===== config.mk =====
export PLATFORM = sky130hd
export DESIGN_NAME = arm7tdmi_hw_mem_ctrl
export DESIGN_NICKNAME = d
export VERILOG_FILES = /design/src/rtl/arm7tdmi_hw_mem_ctrl.sv
export SDC_FILE = /design/constraint.sdc
export NUM_CORES = 1
export LEC_CHECK = 0
export BUFFER_PORTS_ARGS = -buffer_cell sky130_fd_sc_hd__buf_4
export CAP_MARGIN = 5
export CORE_ASPECT_RATIO = 0.6
export CORE_MARGIN = 2
export CORE_UTILIZATION = 47
export DETAILED_ROUTE_END_ITERATION = 7
export PLACE_DENSITY = 0.74
export SYNTH_ARGS = -nofsm -noshare
export SYNTH_HDL_FRONTEND = slang
export SYNTH_SLANG_ARGS = --single-unit

===== constraint.sdc =====
create_clock -name clk -period 2.6 [get_ports clk]
set_clock_uncertainty 0.1 [all_clocks]
set_input_delay 0 -clock clk [delete_from_list [all_inputs] [get_ports clk]]
set_output_delay 0 -clock clk [all_outputs]
set_load 0.03 [all_outputs]

===== src/rtl/arm7tdmi_hw_mem_ctrl.sv =====
// arm7tdmi_hw_mem_ctrl: sequencer for STRH / LDRH / LDRSB / LDRSH transfers.
// It computes the effective address and drives the byte lanes. It holds the access
// across wait states, then extends load data and returns the Rd / Rn writes.
// Optional feature macro: ARM7TDMI_HW_ALIGN_CHECK_EN. When it is defined, a misaligned
// halfword access raises a one-cycle abort instead of being force-aligned.
module arm7tdmi_hw_mem_ctrl (
    input  logic        clk,
    input  logic        rst_n,
    input  logic        req_valid,
    output logic        req_ready,
    input  logic        req_load,
    input  logic [1:0]  req_sh,
    input  logic        req_pre,
    input  logic        req_up,
    input  logic        req_wb,
    input  logic [31:0] req_base,
    input  logic [31:0] req_offset,
    input  logic [31:0] req_sdata,
    input  logic [3:0]  req_rd,
    input  logic [3:0]  req_rn,
    output logic [31:0] mem_addr,
    output logic [31:0] mem_wdata,
    output logic [3:0]  mem_be,
    output logic        mem_we,
    output logic        mem_re,
    input  logic [31:0] mem_rdata,
    input  logic        mem_ready,
    output logic        rd_we,
    output logic [3:0]  rd_idx,
    output logic [31:0] rd_data,
    output logic        rn_we,
    output logic [3:0]  rn_idx,
    output logic [31:0] rn_data,
    output logic        done,
    output logic        abort
);

`ifdef ARM7TDMI_HW_ALIGN_CHECK_EN
    typedef enum logic [1:0] {StIdle, StAccess, StResult, StAbort} state_e;
`else
    typedef enum logic [1:0] {StIdle, StAccess, StResult} state_e;
`endif

    state_e      state;

    // Request fields latched on accept
    logic        load_q;
    logic [1:0]  sh_q;
    logic        wb_en_q;
    logic [3:0]  rd_q;
    logic [3:0]  rn_q;
    logic [31:0] eff_q;

    // Request-side address and lane decode
    logic [31:0] eff_c;
    logic [31:0] addr_c;
    logic [3:0]  be_c;
    logic [31:0] wdata_c;
    logic        half_c;
    logic        wb_en_c;

    // Load-side lane extraction
    logic [15:0] half_lane;
    logic [7:0]  byte_lane;
    logic [31:0] ext_c;

`ifdef ARM7TDMI_HW_ALIGN_CHECK_EN
    logic        misalign_c;
    logic        misalign_q;
`endif

    // Decode the incoming request into address, lanes and store data
    always_comb begin
        half_c  = (req_sh != 2'b10);
        eff_c   = req_up ? (req_base + req_offset) : (req_base - req_offset);
        addr_c  = req_pre ? eff_c : req_base;
`ifdef ARM7TDMI_HW_ALIGN_CHECK_EN
        misalign_c = half_c && addr_c[0];
`else
        // Halfword accesses are silently forced onto a halfword boundary
        if (half_c) begin
            addr_c[0] = 1'b0;
        end
`endif
        wb_en_c = !req_pre || req_wb;
        if (half_c) begin
            be_c    = addr_c[1] ? 4'b1100 : 4'b0011;
            wdata_c = {req_sdata[15:0], req_sdata[15:0]};
        end else begin
            be_c    = 4'b0001 << addr_c[1:0];
            wdata_c = {4{req_sdata[7:0]}};
        end
    end

    // Select the addressed lane of the read data and extend it
    always_comb begin
        half_lane = mem_addr[1] ? mem_rdata[31:16] : mem_rdata[15:0];
        unique case (mem_addr[1:0])
            2'd0:    byte_lane = mem_rdata[7:0];
            2'd1:    byte_lane = mem_rdata[15:8];
            2'd2:    byte_lane = mem_rdata[23:16];
            default: byte_lane = mem_rdata[31:24];
        endcase
        case (sh_q)
            2'b01:   ext_c = {16'h0000, half_lane};
            2'b10:   ext_c = {{24{byte_lane[7]}}, byte_lane};
            default: ext_c = {{16{half_lane[15]}}, half_lane};
        endcase
    end

`ifndef ARM7TDMI_HW_ALIGN_CHECK_EN
    assign abort = 1'b0;
`endif

    // Main sequencer: single FSM with registered outputs
    always_ff @(posedge clk or negedge rst_n) begin
        if (!rst_n) begin
            state      <= StIdle;
            req_ready  <= 1'b0;
            load_q     <= 1'b0;
            sh_q       <= 2'b00;
            wb_en_q    <= 1'b0;
            rd_q       <= 4'd0;
            rn_q       <= 4'd0;
            eff_q      <= 32'd0;
            mem_addr   <= 32'd0;
            mem_wdata  <= 32'd0;
            mem_be     <= 4'd0;
            mem_we     <= 1'b0;
            mem_re     <= 1'b0;
            rd_we      <= 1'b0;
            rd_idx     <= 4'd0;
            rd_data    <= 32'd0;
            rn_we      <= 1'b0;
            rn_idx     <= 4'd0;
            rn_data    <= 32'd0;
            done       <= 1'b0;
`ifdef ARM7TDMI_HW_ALIGN_CHECK_EN
            abort      <= 1'b0;
            misalign_q <= 1'b0;
`endif
        end else begin
            // Completion strobes are single-cycle pulses
            done  <= 1'b0;
            rd_we <= 1'b0;
            rn_we <= 1'b0;
`ifdef ARM7TDMI_HW_ALIGN_CHECK_EN
            abort <= 1'b0;
`endif
            case (state)
                StIdle: begin
                    req_ready <= 1'b1;
                    if (req_valid && req_ready) begin
                        req_ready <= 1'b0;
                        load_q    <= req_load;
                        sh_q      <= req_sh;
                        wb_en_q   <= wb_en_c;
                        rd_q      <= req_rd;
                        rn_q      <= req_rn;
                        eff_q     <= eff_c;
                        mem_addr  <= addr_c;
                        mem_wdata <= wdata_c;
`ifdef ARM7TDMI_HW_ALIGN_CHECK_EN
                        misalign_q <= misalign_c;
                        // A misaligned access never reaches the memory port
                        mem_be     <= misalign_c ? 4'b0000 : be_c;
                        mem_we     <= !misalign_c && !req_load;
                        mem_re     <= !misalign_c && req_load;
`else
                        mem_be     <= be_c;
                        mem_we     <= !req_load;
                        mem_re     <= req_load;
`endif
                        state     <= StAccess;
                    end
                end
                StAccess: begin
`ifdef ARM7TDMI_HW_ALIGN_CHECK_EN
                    if (misalign_q) begin
                        abort <= 1'b1;
                        state <= StAbort;
                    end else
`endif
                    if (mem_ready) begin
                        mem_we <= 1'b0;
                        mem_re <= 1'b0;
                        mem_be <= 4'd0;
                        done   <= 1'b1;
                        if (load_q) begin
                            rd_we   <= 1'b1;
                            rd_idx  <= rd_q;
                            rd_data <= ext_c;
                        end
                        // On a load into the base register the loaded value wins
                        if (wb_en_q && !(load_q && (rd_q == rn_q))) begin
                            rn_we   <= 1'b1;
                            rn_idx  <= rn_q;
                            rn_data <= eff_q;
                        end
                        state  <= StResult;
                    end
                end
                StResult: begin
                    req_ready <= 1'b1;
                    state     <= StIdle;
                end
`ifdef ARM7TDMI_HW_ALIGN_CHECK_EN
                StAbort: begin
                    req_ready <= 1'b1;
                    state     <= StIdle;
                end
`endif
                default: begin
                    state <= StIdle;
                end
            endcase
        end
    end

endmodule


==> metrics.txt <==
# TYPE chip_impl_metric gauge
chip_impl_info{name="run_status",value="complete, but fails checks"} 1
chip_impl_info{name="failed_checks",value="negative hold slack, negative setup slack"} 1
chip_impl_metric{name="timing_worst_slew_pin_value",unit="ps"} 736.8
chip_impl_metric{name="clock_insertion_delay_worst_skew",unit="ps"} 430
chip_impl_metric{name="initial_core_util",unit="%"} 47.79
chip_impl_metric{name="synth.area.mux_share",unit="%"} 5.783
chip_impl_metric{name="synth_top_area_share",unit="%"} 42.32
chip_impl_metric{name="hold_violations",unit=""} 2
chip_impl_metric{name="slew-limit-headroom",unit="%"} 50.88
chip_impl_info{name="cp_top_family",value="simple AND/OR/NAND/NOR gates"} 1
chip_impl_metric{name="post-route-min-period",unit="ps"} 3127
chip_impl_metric{name="clkSlewWorstSetupHoldPaths",unit="ps"} 80
chip_impl_metric{name="ys_seq_elements",unit=""} 161
chip_impl_info{name="synth_top_family_by_area",value="simple AND/OR/NAND/NOR gates"} 1
chip_impl_metric{name="switching_power_summed_over_all_nets",unit="mW"} 7.245
chip_impl_info{name="start_kind",value="input port"} 1
chip_impl_metric{name="grtUsageTotal",unit="%"} 31.03
chip_impl_metric{name="synth-warning-count",unit=""} 0
chip_impl_info{name="hold_path.class",value="in2async"} 1
chip_impl_metric{name="grt_start_max_net_pins",unit=""} 65
chip_impl_metric{name="floorplan_die_area",unit="µm²"} 21440
chip_impl_metric{name="power.share.combinational",unit="%"} 55.2
chip_impl_metric{name="placedCellCount",unit=""} 1739
chip_impl_metric{name="cts_buffers",unit=""} 17
chip_impl_metric{name="hpwlAfterDp",unit="mm"} 23.60
chip_impl_info{name="synth_top_cells_by_count",value="298 x sky130_fd_sc_hd__nand2_1, 161 x sky130_fd_sc_hd__dfrtp_1, 83 x sky130_fd_sc_hd__nor2_1, 67 x sky130_fd_sc_hd__o21ai_0, 59 x sky130_fd_sc_hd__a21oi_1"} 1
chip_impl_metric{name="place.port_buffers",unit=""} 275
chip_impl_metric{name="row_count",unit=""} 40
chip_impl_metric{name="totalNegativeSetupSlack",unit="ps"} -14870
chip_impl_metric{name="gp_routability_congestion",unit=""} 0.9708
chip_impl_metric{name="synth_sequential_area_ratio",unit="%"} 42.32
chip_impl_metric{name="synth_compound_gate_area_share",unit="%"} 13.66
chip_impl_info{name="synth-main-ff-cell",value="sky130_fd_sc_hd__dfrtp_1"} 1
chip_impl_metric{name="io-pin-count",unit=""} 293
chip_impl_metric{name="synth.cell_area",unit="µm²"} 9519
chip_impl_metric{name="drive_above_1_share",unit="%"} 38.22
chip_impl_info{name="worst_path_most_repeated_cell",value="sky130_fd_sc_hd__a21oi_2"} 1
chip_impl_info{name="r2r_start",value="mem_addr[1]"} 1
chip_impl_metric{name="area_growth_syn_to_layout",unit="%"} 59.99
chip_impl_metric{name="irDropWorstVdd",unit="mV"} 0.7820
chip_impl_metric{name="crit_arrival",unit="ps"} 3340
chip_impl_info{name="timing.critical_path.from",value="req_offset[5]"} 1
chip_impl_metric{name="wl_per_cell",unit="µm"} 17.97
chip_impl_metric{name="final_cell_area",unit="µm²"} 15230
chip_impl_metric{name="placedInstanceArea",unit="µm²"} 12890
chip_impl_metric{name="syn-num-nets",unit=""} 1300
chip_impl_metric{name="synthAdderAreaFrac",unit="%"} 5.599
chip_impl_metric{name="rrSetupSlack",unit="ps"} 110
chip_impl_metric{name="globalRouteOverflowTotal",unit=""} 0
chip_impl_info{name="critical_path.endpoint",value="mem_addr[29]"} 1
chip_impl_metric{name="totalWireLength",unit="mm"} 34.05
chip_impl_metric{name="syn-mean-instance-area",unit="µm²"} 8.560
chip_impl_metric{name="postSynthCellCount",unit=""} 1112
chip_impl_info{name="path_cells",value="buf_6 > or4_4 > nor3_4 > and2_4 > a21oi_2 > xor2_1 > ha_1 > a21oi_2 > buf_4 > o21ai_4 > a21oi_2 > o21ai_1 > a21oi_2 > o21ai_2 > xnor2_1 > mux2i_1 > mux2_4"} 1
chip_impl_metric{name="drt_first_pass_iters",unit=""} 6
chip_impl_metric{name="timing.hold.ws",unit="ps"} -9.267
chip_impl_metric{name="grt_first_pass_wirelength",unit="mm"} 51.91
chip_impl_metric{name="synthArstFlopShare",unit="%"} 100.0
chip_impl_metric{name="internal_power",unit="mW"} 8.451
chip_impl_metric{name="ys_types",unit=""} 62
chip_impl_metric{name="antenna_left",unit=""} 0
chip_impl_metric{name="buf_inv_on_cp",unit=""} 2
chip_impl_metric{name="max_stage_delay_on_crit_path",unit="ps"} 570
chip_impl_metric{name="cts_max_level",unit=""} 4
chip_impl_metric{name="worst_case_clock_buffer_depth",unit=""} 2
chip_impl_metric{name="area_fraction_in_and_or_nand_and_nor_cells_after_synthesis",unit="%"} 20.45
chip_impl_metric{name="layout.nets",unit=""} 1797
chip_impl_metric{name="worst_ep_required_time",unit="ps"} 2810
chip_impl_metric{name="drc_errors",unit=""} 0
chip_impl_metric{name="fmaxAchievable",unit="MHz"} 319.7
chip_impl_metric{name="die_y",unit="µm"} 114.2
chip_impl_metric{name="finalMaxSlewViolations",unit=""} 0
chip_impl_metric{name="grt_antenna_before_repair",unit=""} 1
chip_impl_metric{name="clkPwrFrac",unit="%"} 15.9
chip_impl_info{name="crit_path_end_kind",value="flop"} 1
chip_impl_metric{name="design.core.area",unit="µm²"} 19920
chip_impl_metric{name="floorplan.die.width",unit="µm"} 187.7
chip_impl_metric{name="multi_input_area",unit="µm²"} 5572
chip_impl_metric{name="detail_route.iter0.violations",unit=""} 724
chip_impl_info{name="worstSetupPathType",value="in2reg"} 1
chip_impl_metric{name="routed_via_density",unit=""} 5.325
chip_impl_metric{name="fill_cells",unit=""} 1366
chip_impl_metric{name="area.sequential",unit="µm²"} 4029
chip_impl_metric{name="seqPwrFrac",unit="%"} 28.9
chip_impl_metric{name="synth_enable_flop_cells",unit=""} 0
chip_impl_metric{name="worst_path_maximum_fanout",unit=""} 3
chip_impl_metric{name="final.period_utilization",unit="%"} 120.3
chip_impl_info{name="clock_tree_from_tritoncts",value="done"} 1
chip_impl_metric{name="max_cap_check_violation_count",unit=""} 0
chip_impl_info{name="synthMostInstantiatedCell",value="sky130_fd_sc_hd__nand2_1"} 1
chip_impl_info{name="grt_setup_unrepaired",value="yes"} 1
chip_impl_info{name="critical_path.slowest_cell",value="sky130_fd_sc_hd__or4_4"} 1
chip_impl_metric{name="worst-path-stages",unit=""} 17
chip_impl_metric{name="finalCoreUtilization",unit="%"} 76.46
chip_impl_metric{name="antenna_cells_inserted",unit=""} 0
chip_impl_metric{name="switching_portion_of_total_power",unit="%"} 46.16
chip_impl_metric{name="post-place-ws",unit="ps"} -1107
chip_impl_metric{name="via_count",unit=""} 10090
chip_impl_metric{name="cts.sinks",unit=""} 161
chip_impl_metric{name="finalSetupViolCount",unit=""} 40
chip_impl_info{name="root_buffer",value="sky130_fd_sc_hd__clkbuf_16"} 1
chip_impl_metric{name="synthXorXnorAreaFrac",unit="%"} 5.994
chip_impl_info{name="worst_r2r_endpoint",value="rd_data[12]"} 1
chip_impl_info{name="synth_largest_area_cell",value="sky130_fd_sc_hd__dfrtp_1"} 1
chip_impl_metric{name="timing.reg2reg.worst_path_depth",unit=""} 5
chip_impl_metric{name="grt_pass1_vias",unit=""} 9728
chip_impl_metric{name="power.static_leakage",unit="nW"} 7.748
chip_impl_metric{name="final.setup.worst_slack",unit="ps"} -527.5
chip_impl_metric{name="final_cells",unit=""} 1895
chip_impl_info{name="ys_top_cells_by_area",value="sky130_fd_sc_hd__dfrtp_1 42%, sky130_fd_sc_hd__nand2_1 12%, sky130_fd_sc_hd__ha_1 5.4%"} 1
chip_impl_metric{name="power_density",unit="nW/µm²"} 1031
registers in the layout, summed over array words and instances, names as in the netlist, 2 cells and up:
name / count
rn_data: 32
sh_q: 2
eff_q: 32
mem_addr: 32
rd_idx: 4
rn_q: 4
rd_q: 4
state: 2
rd_data: 17
mem_wdata: 16
rn_idx: 4
mem_be: 4
per-stage QoR:
step | hold slack (ps) | total power [mW]
after global placement | -93.21 | 12.21
after global routing | 48.65 | 16.54
final | -9.267 | 15.70
after floorplan | -395.6 | 9.394
after CTS | 10.75 | 15.39
after detailed placement | -90.48 | 12.39
routing by layer:
layer  part of all wire (%)  track usage, %  up-vias  routed length [µm]
li1                       -               -     4708                   -
met3                    7.6           5.854       64                2572
met5                  0.038               0        -                  13
met1                     46           45.37     4870               15530
met2                     45           47.01      447               15170
met4                    2.2           9.186        2                 758
placed cells by master, fill, tap and decap left out, types with 14 or more instances in the layout:
cell type / n
sky130_fd_sc_hd__mux2i_1: 37
sky130_fd_sc_hd__clkbuf_16: 17
sky130_fd_sc_hd__ha_1: 35
sky130_fd_sc_hd__nand2_1: 293
sky130_fd_sc_hd__a21oi_1: 36
sky130_fd_sc_hd__o21ai_0: 40
sky130_fd_sc_hd__xor2_1: 38
sky130_fd_sc_hd__o21ai_1: 22
sky130_fd_sc_hd__a21o_1: 19
sky130_fd_sc_hd__inv_1: 39
sky130_fd_sc_hd__a21oi_2: 19
sky130_fd_sc_hd__buf_4: 443
sky130_fd_sc_hd__dfrtp_1: 161
sky130_fd_sc_hd__nor2_1: 72
sky130_fd_sc_hd__dlygate4sd3_1: 105
sky130_fd_sc_hd__mux2_2: 14
worst register-to-register path, cell delays in order (launching register included):
cell                            delay, ps
sky130_fd_sc_hd__dfrtp_1              710
sky130_fd_sc_hd__buf_4                290
sky130_fd_sc_hd__mux2i_1              410
sky130_fd_sc_hd__dlygate4sd3_1        630
sky130_fd_sc_hd__nor2_1                50
sky130_fd_sc_hd__o22a_1               180
power groups by stage:
| stage | Clock [mW] | Combinational, mW | Sequential (mW) |
|---|---|---|---|
| final | 2.50 | 8.66 | 4.54 |
| after global routing | 2.65 | 9.22 | 4.67 |
| after CTS | 2.52 | 8.37 | 4.50 |
| after detailed placement | 0 | 7.87 | 4.52 |
| after global placement | 0 | 7.72 | 4.49 |
| after floorplan | 0 | 3.51 | 5.88 |
kinds of logic after synthesis:
family | Yosys count
and+or+nand+nor | 458
AOI/OAI and AO/OA | 210
DFF | 161
buffers and inverters | 124
xor gates and xnor gates | 63
muxes | 53
adders and majority gates | 42
other | 1
worst min-delay path by stage:
stage	start	end	slack, ps	depth (start not counted)
after floorplan	rst_n	done	-400	0
after global placement	rst_n	rd_we	-90	1
after detailed placement	rst_n	mem_wdata[24]	-90	1
after CTS	mem_rdata[26]	rd_data[2]	10	5
after global routing	rst_n	rd_we	50	2
final	rst_n	mem_wdata[24]	-9	2
what timing repair did:
| item | in CTS | in global routing |
|---|---|---|
| gates resized for setup | 61 | 57 |
| buffers inserted | 12 | 10 |
| endpoints found under the setup margin | 39 | 44 |
| pin swaps | 57 | 54 |
| hold endpoints to repair | 236 | 0 |
| hold buffers | 105 | 0 |
layout make-up:
class | count | area share, %
Inverter | 40 | 0.9859
Timing Repair Buffer | 562 | 29.89
Sequential cell | 161 | 26.45
Tap cell | 273 | 2.243
Clock buffer | 17 | 2.793
Clock inverter | 15 | 1.052
Multi-Input combinational cell | 827 | 36.58
No activity file was read; power rests on OpenSTA's default activity.
